<file path="config.mk">
export PLATFORM = sky130hd
export DESIGN_NAME = tile_in_sequencer
export DESIGN_NICKNAME = d
export VERILOG_FILES = /design/src/rtl/tile_in_sequencer.sv
export SDC_FILE = /design/constraint.sdc
export NUM_CORES = 1
export LEC_CHECK = 0
export ABC_AREA = 1
export ABC_CLOCK_PERIOD_IN_PS = 2400
export CORE_MARGIN = 5
export CORE_UTILIZATION = 40
export DETAILED_ROUTE_END_ITERATION = 7
export PLACE_DENSITY = 0.77
export SETUP_SLACK_MARGIN = 0.2
export SLEW_MARGIN = 10
export SYNTH_ARGS = -nofsm -noshare
export SYNTH_HDL_FRONTEND = slang
export SYNTH_SLANG_ARGS = --single-unit
</file>
<file path="constraint.sdc">
create_clock -name clk -period 2.4 [get_ports clk]
set_input_delay 0.48 -clock clk [delete_from_list [all_inputs] [get_ports clk]]
set_output_delay 0.48 -clock clk [all_outputs]
set_load 0.005 [all_outputs]
</file>
<file path="src/rtl/tile_in_sequencer.sv">
// Purpose : front end feeding the 1x1 PE tile; takes host rows on a ready/valid stream,
//           tags each row with block id, last, propagate toggle, dataflow, shift, bad_dataflow.
// Latency : one cycle from cmd handshake to tile_valid. Backpressure: none from the tile,
//           cmd_ready is high only while a configured block still has rows to take.
// Ports   : clk/rst (async, active-high); cfg_* block command with cfg_accept pulse;
//           cmd_valid/cmd_ready/cmd_a/b/d host rows; tile_* registered tile payload; busy.
module tile_in_sequencer #(
  parameter int A_W      = 8,
  parameter int ACC_W    = 20,
  parameter int ID_W     = 3,
  parameter int SHIFT_W  = 5,
  parameter int ROWS_W   = 4,
  parameter int GAP      = 1,
  parameter int ALLOW_WS = 0
) (
  input  logic               clk,
  input  logic               rst,
  input  logic               cfg_start,
  input  logic               cfg_dataflow,
  input  logic [SHIFT_W-1:0] cfg_shift,
  input  logic [ROWS_W-1:0]  cfg_rows,
  output logic               cfg_accept,
  input  logic               cmd_valid,
  output logic               cmd_ready,
  input  logic [A_W-1:0]     cmd_a,
  input  logic [ACC_W-1:0]   cmd_b,
  input  logic [ACC_W-1:0]   cmd_d,
  output logic               tile_valid,
  output logic [A_W-1:0]     tile_a,
  output logic [ACC_W-1:0]   tile_b,
  output logic [ACC_W-1:0]   tile_d,
  output logic [ID_W-1:0]    tile_id,
  output logic               tile_last,
  output logic               tile_dataflow,
  output logic               tile_propagate,
  output logic [SHIFT_W-1:0] tile_shift,
  output logic               tile_bad_dataflow,
  output logic               busy
);

  // Gap counter only ever needs to reach GAP; keep at least one bit.
  localparam int GW = (GAP < 1) ? 1 : $clog2(GAP + 1);
  localparam logic [GW-1:0] GAP_LAST = GW'((GAP > 0) ? (GAP - 1) : 0);

  typedef enum logic [1:0] {S_IDLE, S_RUN, S_GAP} state_t;

  state_t              state, state_nxt;
  logic                accept;
  logic                hs;
  logic [ID_W-1:0]     id_cnt;     // id the next accepted block will take
  logic [ID_W-1:0]     blk_id;     // id of the block in flight
  logic [ROWS_W-1:0]   rows_left;
  logic [GW-1:0]       gap_cnt;
  logic                cur_df;
  logic [SHIFT_W-1:0]  cur_shift;
  logic                prop_q;

  always_ff @(posedge clk or posedge rst) begin
    if (rst) state <= S_IDLE;
    else     state <= state_nxt;
  end

  always_comb begin
    state_nxt = state;
    cmd_ready = 1'b0;
    accept    = 1'b0;
    hs        = 1'b0;
    case (state)
      S_IDLE: begin
        // A zero-row block would never produce a last row, so it is dropped outright.
        if (cfg_start && (cfg_rows != '0)) begin
          accept    = 1'b1;
          state_nxt = S_RUN;
        end
      end
      S_RUN: begin
        cmd_ready = 1'b1;
        if (cmd_valid) begin
          hs = 1'b1;
          if (rows_left == ROWS_W'(1))
            state_nxt = (GAP == 0) ? S_IDLE : S_GAP;
        end
      end
      S_GAP: begin
        if (gap_cnt == GAP_LAST) state_nxt = S_IDLE;
      end
      default: state_nxt = S_IDLE;
    endcase
  end

  // cfg_start is sampled combinationally, so the pulse must be masked while in reset.
  assign cfg_accept = accept & ~rst;
  assign busy       = (state != S_IDLE);

  always_ff @(posedge clk or posedge rst) begin
    if (rst) begin
      id_cnt            <= '0;
      blk_id            <= '0;
      rows_left         <= '0;
      gap_cnt           <= '0;
      cur_df            <= 1'b0;
      cur_shift         <= '0;
      prop_q            <= 1'b0;
      tile_valid        <= 1'b0;
      tile_a            <= '0;
      tile_b            <= '0;
      tile_d            <= '0;
      tile_id           <= '0;
      tile_last         <= 1'b0;
      tile_dataflow     <= 1'b0;
      tile_propagate    <= 1'b0;
      tile_shift        <= '0;
      tile_bad_dataflow <= 1'b0;
    end else begin
      if (accept) begin
        cur_df    <= cfg_dataflow;
        cur_shift <= cfg_shift;
        rows_left <= cfg_rows;
        prop_q    <= ~prop_q;
        blk_id    <= id_cnt;
        id_cnt    <= id_cnt + 1'b1;
      end

      gap_cnt    <= (state == S_GAP) ? gap_cnt + 1'b1 : '0;
      tile_valid <= hs;

      // Payload and control only move on a handshake; idle cycles hold them.
      if (hs) begin
        rows_left         <= rows_left - 1'b1;
        tile_a            <= cmd_a;
        tile_b            <= cmd_b;
        tile_d            <= cmd_d;
        tile_id           <= blk_id;
        tile_last         <= (rows_left == ROWS_W'(1));
        tile_dataflow     <= cur_df;
        tile_shift        <= cur_shift;
        tile_propagate    <= prop_q;
        tile_bad_dataflow <= cur_df & (ALLOW_WS == 0);
      end
    end
  end

endmodule

</file>
# Word-level counts from Yosys, hierarchy flattened
# Cells that the tools add are included.
# word_totals
reg_bits,80
latchBits,0
ram_bits,0
rom_bits,0
input_bits,62
wordCells,49
memories,0
# op_classes
add_sub_neg,3
n_mul,0
n_div,0
magnitude_cmp,0
n_eq_ne,7
shift,0
n_mux,13
bitwise_logic,3
n_reduce_logical,6
# op_table
cell,n
$mux 2,4
$mux 4,2
$ne 2x2->1 const B,4
$mux 1,6
$pmux 2 s3,1
$eq 4x1->1 const B,1
$reduce_and 4->1,1
$reduce_bool 2->1,2
$reduce_bool 4->1,1
$sub 4x1->4 const B,1
$add 3x1->3 const B,1
$eq 2x1->1 const B,1
$eq 2x2->1 const B,1
$logic_not 2->1,1
$not 1->1,2
$add 1x1->1 const B,1
$and 1x1->1,1
$logic_and 1x1->1,1

# Depth between registers and ports, before layout
# Gate-level depths: netlist (run 1).
# depth
word_depth,6
mapped_depth,8
depth_no_buf,7

# Worst setup path before layout (run 1)
# Ideal clock, no wire load.
# synth_path
path_kind,input -> output
start,input port cfg_start
end,output port cfg_accept
arrival_time_ns,1.022
required_time_ns,1.920
slack_ns,0.898
cell_stages,5
n_path_buf,1
cell_sequence,inv_1 -> nor2_8 -> nand2_4 -> buf_6 -> nor2_1
# synth_between
elab_chain_len,4
# synth_rtl
item,line_no,text
from (decl),18,"input logic cfg_start,"
$logic_and 1x1->1,71,if (cfg_start && (cfg_rows != '0)) begin
$mux 1,71,
$mux 1,68,case (state)
$and 1x1->1,92,assign cfg_accept = accept & ~rst;
to (decl),22,"output logic cfg_accept,"
# Every way passes these cells.

# Worst setup path after layout (run 1)
# Ends and elaborated chain as after synthesis.

==> impl_metrics.json, run 1 <==
{
  "run_status": "finished clean",
  "slowest_delay_ns": 0.45,
  "cts_sinks": 80,
  "setup_viol": 0,
  "drv_slew": 0,
  "syn-cell-area_sq_um": 3310,
  "gp_congestion": 0.734,
  "cp.depth": 6,
  "clk_latency_ns": 0.33,
  "final_cell_mix": "nand2_1, clkdlybuf4s50_1, dfrtp_1",
  "synth-seq-cells": 80,
  "crit_type": "in -> out",
  "worst_hold_slack_ns": 0.439,
  "antenna_found_initial": 0,
  "wl_per_cell_microns": 13.6,
  "wl_met1_microns": 3420,
  "yosysSeqAreaShare_pct": 60.6,
  "cp_max_fo": 5,
  "grt-ovfl-total": 0,
  "route.met3.wl_microns": 562,
  "detailed_place_hpwl_microns": 5720,
  "dieArea_sq_um": 10200,
  "utilization_pct": 60.5,
  "drt-total-wl_microns": 8120,
  "worst_pin_slew_ns": 0.582,
  "path_delay_family": "buffers and inverters",
  "cts.clk_slew.worst_paths_ns": 0.08,
  "path_buf_inv": 3,
  "skew_ns": 0.00792,
  "cts_buffers": 9,
  "drt-initial-drc-count": 89,
  "grt_pass1_wl_microns": 13400,
  "fmaxAchievable_mhz": 498,
  "hold_violations": 0,
  "num_vias": 2742,
  "top_layer": "met4",
  "ctsHtreeMaxLevel": 3,
  "whs_path_depth": 1,
  "drv_cap": 0,
  "groute.usage.overall_pct": 16.5,
  "p_leak_nw": 2.43,
  "crit_chain": "clkdlybuf4s50_1 > inv_1 > nor2_8 > nand2_4 > nor2_1 > dlygate4sd2_1",
  "syn-num-nets": 417,
  "drive_above_1_share_pct": 10.3,
  "grt_pass1_vias": 2824,
  "layout_commonest_cell": "nand2_1",
  "viasPerCell": 4.58,
  "area.growth.synth_to_final_pct": 49.0,
  "root_buffer": "clkbuf_8",
  "cts_tree": "built",
  "synthDistinctLibCells": 24,
  "core_area_sq_um": 8130,
  "core.rowCount": 33,
  "detail-route-antenna-nets": 0,
  "cts.path.max_buffers": 2,
  "syn_inst": 352,
  "fillers": 695,
  "crit_path_start_kind": "input port",
  "first_pass_iters": 4,
  "post-route-period-util_pct": 83.7,
  "die_h_microns": 101,
  "cpMaxStageDelayCell": "clkdlybuf4s50_1",
  "wl_met2_microns": 4000,
  "finalPower_mw": 5.82,
  "max-slew-margin-rel_pct": 61.1,
  "hp-class": "reg -> reg",
  "postCtsHoldBufs": 0,
  "crit_required_ns": 1.92,
  "initial_core_util_pct": 40.6,
  "portBuffers": 125,
  "fp.dieW_microns": 101,
  "powerDensity_nw_per_um2": 1180,
  "avgSynthCellArea_sq_um": 9.39,
  "num_antenna_cells": 0,
  "worst_ep_arrival_time_ns": 1.53,
  "rsz0062_at_grt": "no",
  "ioPinCount": 126,
  "drc": 0,
  "layout.nets": 554,
  "crit_path_end_kind": "primary output",
  "vdd_drop_max_mv": 0.470,
  "min_period_ns": 2.01,
  "setup-tns-final_ns": 0,
  "grt_max_degree": 54,
  "ys.warnings.count": 0,
  "rr_worst_depth": 7
}
-- routing by layer --
layer	up-vias	global-route usage, %
met2	89	27.3
met3	14	4.22
met5	-	0
li1	1355	-
met1	1284	20.5
met4	0	6.54
-- worst paths after layout --
check / slack (ns) / from / end
min in group asynchronous: 0.57 / rst / tile_shift[0]$_DFFE_PP0P_
hold reg to reg: 0.44 / gap_cnt$_DFF_PP0_ / gap_cnt$_DFF_PP0_
setup / recovery: 0.39 / cfg_start / cfg_accept
hold / removal: 0.44 / gap_cnt$_DFF_PP0_ / gap_cnt$_DFF_PP0_
setup reg to reg: 0.93 / state[0]$_DFFE_PP0P_ / tile_d[14]$_DFFE_PP0P_
max in group asynchronous: 1.28 / rst / id_cnt[1]$_DFFE_PP0P_
-- sequential cells by signal, summed over array words and instances, names as in the netlist, 2 cells and up --
signal and cells:
state 2, id_cnt 3, tile_shift 5, cur_shift 5, tile_d 20, tile_a 8, tile_b 20, rows_left 4
blk_id 3, tile_id 3
-- cells in the mapped netlist (all sizes together) --
cell    number  share of area, %
clkbuf       2              0.23
dfrtp       80                61
or2          1              0.19
nand2      186                22
nand3       14               2.1
nand3b       1              0.23
xnor2        1              0.26
xor2         2              0.53
buf         14               4.7
inv         19               2.3
nor3         2              0.30
nor2         7               1.7
o21ai       20               3.9
ha           3               1.1
-- timing repair --
item	in CTS	in global routing
hold endpoints to repair	0	0
gates resized for setup	1	5
buffers inserted	10	1
endpoints found under the setup margin	1	1
pin swaps	2	3
-- metrics by stage --
stage,instances,area [sq um],setup slack (ns)
after floorplan,352,3310,0.898
after global placement,572,4640,0.124
after detailed placement,572,4640,0.125
after CTS,598,4900,0.193
after global routing,599,4920,0.309
final,599,4920,0.390
-- cell type report --
| class | instances | area (sq um) | share of cell area [%] |
|---|---|---|---|
| Clock buffer | 12 | 135 | 2.74 |
| Multi-Input combinational cell | 237 | 1070 | 21.7 |
| Tap cell | 105 | 131 | 2.67 |
| Sequential cell | 80 | 2000 | 40.7 |
| Clock inverter | 4 | 55.1 | 1.12 |
| Timing Repair Buffer | 142 | 1450 | 29.4 |
| Inverter | 19 | 80.1 | 1.63 |
-- report_power, final --
part / switching [mW] / internal, mW / leakage, nW
logic: 1.10 / 1.43 / 1.34
clock network: 0.455 / 0.486 / 0.0908
registers: 0.353 / 1.99 / 0.991
total: 1.91 / 3.91 / 2.43
-- cell families after synthesis --
kind of cell | after synthesis | synth area share [%]
adder cells (fa/ha/maj) | 3 | 1.14
buffers and inverters | 35 | 7.19
AO/OA/AOI/OAI | 20 | 3.94
flip-flops | 80 | 60.6
XOR/XNOR | 3 | 0.795
AND/OR/NAND/NOR | 211 | 26.4
-- worst register-to-register path, cell delays in order, from the launching register on --
cell and delay (ns):
dfrtp_1 0.39, inv_2 0.09, nor2_4 0.14, nand2_2 0.18, buf_12 0.25, buf_12 0.18
nand2_1 0.07, nand2_1 0.07
Power figures use the tool's default switching activity.
==> inputs of run 2 (changes only) <==
ABC_CLOCK_PERIOD_IN_PS = 2000   (was 2400)
CORE_UTILIZATION = 44   (was 40)
PLACE_DENSITY = 0.8   (was 0.77)
clock period = 2 ns   (was 2.4 ns; I/O delays follow)
==> impl_metrics.json, run 2 (synthesis gave the netlist of run 1 again) <==
{
  "cts_buffers": 9,
  "max-slew-margin-rel_pct": 73.5,
  "die_h_microns": 96.7,
  "pwr-share-seq_pct": 39.9,
  "dieArea_sq_um": 9350,
  "viasPerCell": 4.56,
  "crit_required_ns": 1.60,
  "skew_ns": 0.0102,
  "biggestRegsByFlops": "tile_b: 20 flops, tile_d: 20 flops, tile_a: 8 flops",
  "cts.clk_slew.worst_paths_ns": 0.07,
  "fin_ws_ns": 0.291,
  "fp.dieW_microns": 96.7,
  "switchingPower_mw": 2.28,
  "post-route-period-util_pct": 85.5,
  "combPwrFrac_pct": 43.9,
  "p_leak_nw": 2.36,
  "root_buffer": "clkbuf_8",
  "groute.usage.overall_pct": 17.1,
  "holdCritStartpoint": "gap_cnt$_DFF_PP0_",
  "ctsHtreeMaxLevel": 3,
  "setup_viol": 0,
  "drv_cap": 0,
  "worstSetupStartpoint": "cfg_rows[2]",
  "vdd_drop_max_mv": 0.640,
  "layout.nets": 548,
  "layout_commonest_cell": "nand2_1",
  "ioPinCount": 126,
  "intPower_mw": 4.72,
  "fillers": 614,
  "drc": 0,
  "first_pass_iters": 6,
  "path_common_cell": "nor2_1",
  "crit_chain": "clkdlybuf4s50_1 > nor2_1 > nand2_2 > nand2_4 > nor2_1 > clkbuf_2",
  "area.growth.synth_to_final_pct": 46.4,
  "run_status": "finished clean",
  "p_sw_share_pct": 32.6,
  "drv_slew": 0,
  "cts_sinks": 80,
  "cts.path.max_buffers": 2,
  "reg2reg_slack_ns": 0.68,
  "drt-total-wl_microns": 7620,
  "final_cell_mix": "nand2_1, clkdlybuf4s50_1, dfrtp_1",
  "crit_type": "in -> out",
  "num_vias": 2675,
  "hold_violations": 0,
  "crit_path_end_kind": "primary output",
  "core.rowCount": 31,
  "whs_endpoint": "gap_cnt$_DFF_PP0_",
  "setup-tns-final_ns": 0,
  "slowest_delay_ns": 0.42,
  "design_area_sq_um": 4840,
  "r2r_start": "state[1]$_DFFE_PP0P_",
  "fmaxAchievable_mhz": 585,
  "detail-route-antenna-nets": 0,
  "antenna_found_initial": 0,
  "wl_per_cell_microns": 13.0,
  "reg2reg_to": "rows_left[1]$_DFFE_PP0P_",
  "core_area_sq_um": 7290,
  "clock_power_share_pct": 16.2,
  "hp-class": "reg -> reg",
  "cpMaxStageDelayCell": "clkdlybuf4s50_1",
  "drive_above_1_share_pct": 9.45,
  "grt_pass1_wl_microns": 13300,
  "worst_ep_arrival_time_ns": 1.31,
  "dpl-instance-area_sq_um": 4630,
  "rsz0062_at_grt": "no",
  "grt_max_degree": 81,
  "worst_pin_slew_ns": 0.397,
  "grt_pass1_vias": 2751,
  "detailed_place_hpwl_microns": 5640,
  "dpl_worst_slack_ns": -0.114,
  "gp_congestion": 0.744,
  "whs_path_depth": 1,
  "cts_tree": "built",
  "portBuffers": 125,
  "min_period_ns": 1.71,
  "grt-ovfl-total": 0,
  "initial_core_util_pct": 45.3,
  "drt-initial-drc-count": 63,
  "clk_latency_ns": 0.34,
  "rr_worst_depth": 6,
  "cp_max_fo": 2,
  "num_antenna_cells": 0,
  "powerDensity_nw_per_um2": 1450,
  "crit_path_start_kind": "input port",
  "finalPower_mw": 7.00
}
==> run 2: cell types whose count changed in the layout (fill, tap and decap cells not counted), sizes merged <==
| cell | previous run | this run |
|---|---|---|
| dlygate4sd2 | 1 | 2 |
| clkdlybuf4s50 | 120 | 122 |
| buf | 17 | 11 |
| clkinv | 2 | 1 |
| clkbuf | 12 | 13 |
| dlymetal6s2s | 4 | 0 |
==> run 2: worst max-delay path, delay by kind of cell <==
kind	cells	cell delay [ns]
buf+inv	2	0.52
simple gates	4	0.38
==> run 2: worst max-delay path by stage <==
stage	end	slack, ns
finish	cfg_accept	0.29
global route	cfg_accept	0.23
CTS	cfg_accept	0.16
detailed placement	cfg_accept	-0.11
global placement	cfg_accept	-0.09
floorplan	cfg_accept	0.59
==> run 2: power groups by stage <==
stage / combinational (mW) / sequential (mW) / clock (mW)
after floorplan: 1.38 / 2.85 / 0
after global routing: 3.43 / 2.91 / 1.24
after detailed placement: 3.12 / 2.83 / 0
after global placement: 3.01 / 2.81 / 0
final: 3.07 / 2.79 / 1.13
after CTS: 3.14 / 2.80 / 1.16
==> run 2: layout make-up <==
type	instances	area (sq um)	share of cell area (%)
multi-input combinational	237	1070	22.1
sequential	80	2000	41.4
timing repair buffer	136	1380	28.4
tap	99	124	2.56
clock inverter	3	42.5	0.879
clock buffer	12	145	3.00
inverter	19	80.1	1.66
==> run 2: routing by layer <==
layer / up-vias / global-route usage [%] / routed length [microns]
met5: - / 0 / 0
met4: 0 / 5.62 / 112
met3: 10 / 5.83 / 556
met2: 94 / 26.8 / 3590
met1: 1232 / 22.3 / 3360
li1: 1339 / - / -
==> run 2: repair_timing <==
action                                  4_1_cts  5_1_grt
buffers inserted                              3        0
endpoints found under the setup margin        3        1
pin swaps                                     1        0
resized for setup                             3        3
hold buffers                                  0        0
==> run 2: metrics by stage <==
stage          utilization (%)  std cells  hold slack, ns
3_5_place_dp              63.5        568           0.434
3_3_place_gp              63.5        568           0.427
2_1_floorplan                -        352           0.409
5_1_grt                   66.4        586           0.472
4_1_cts                   66.4        586           0.452
6_report                  66.4        586           0.453
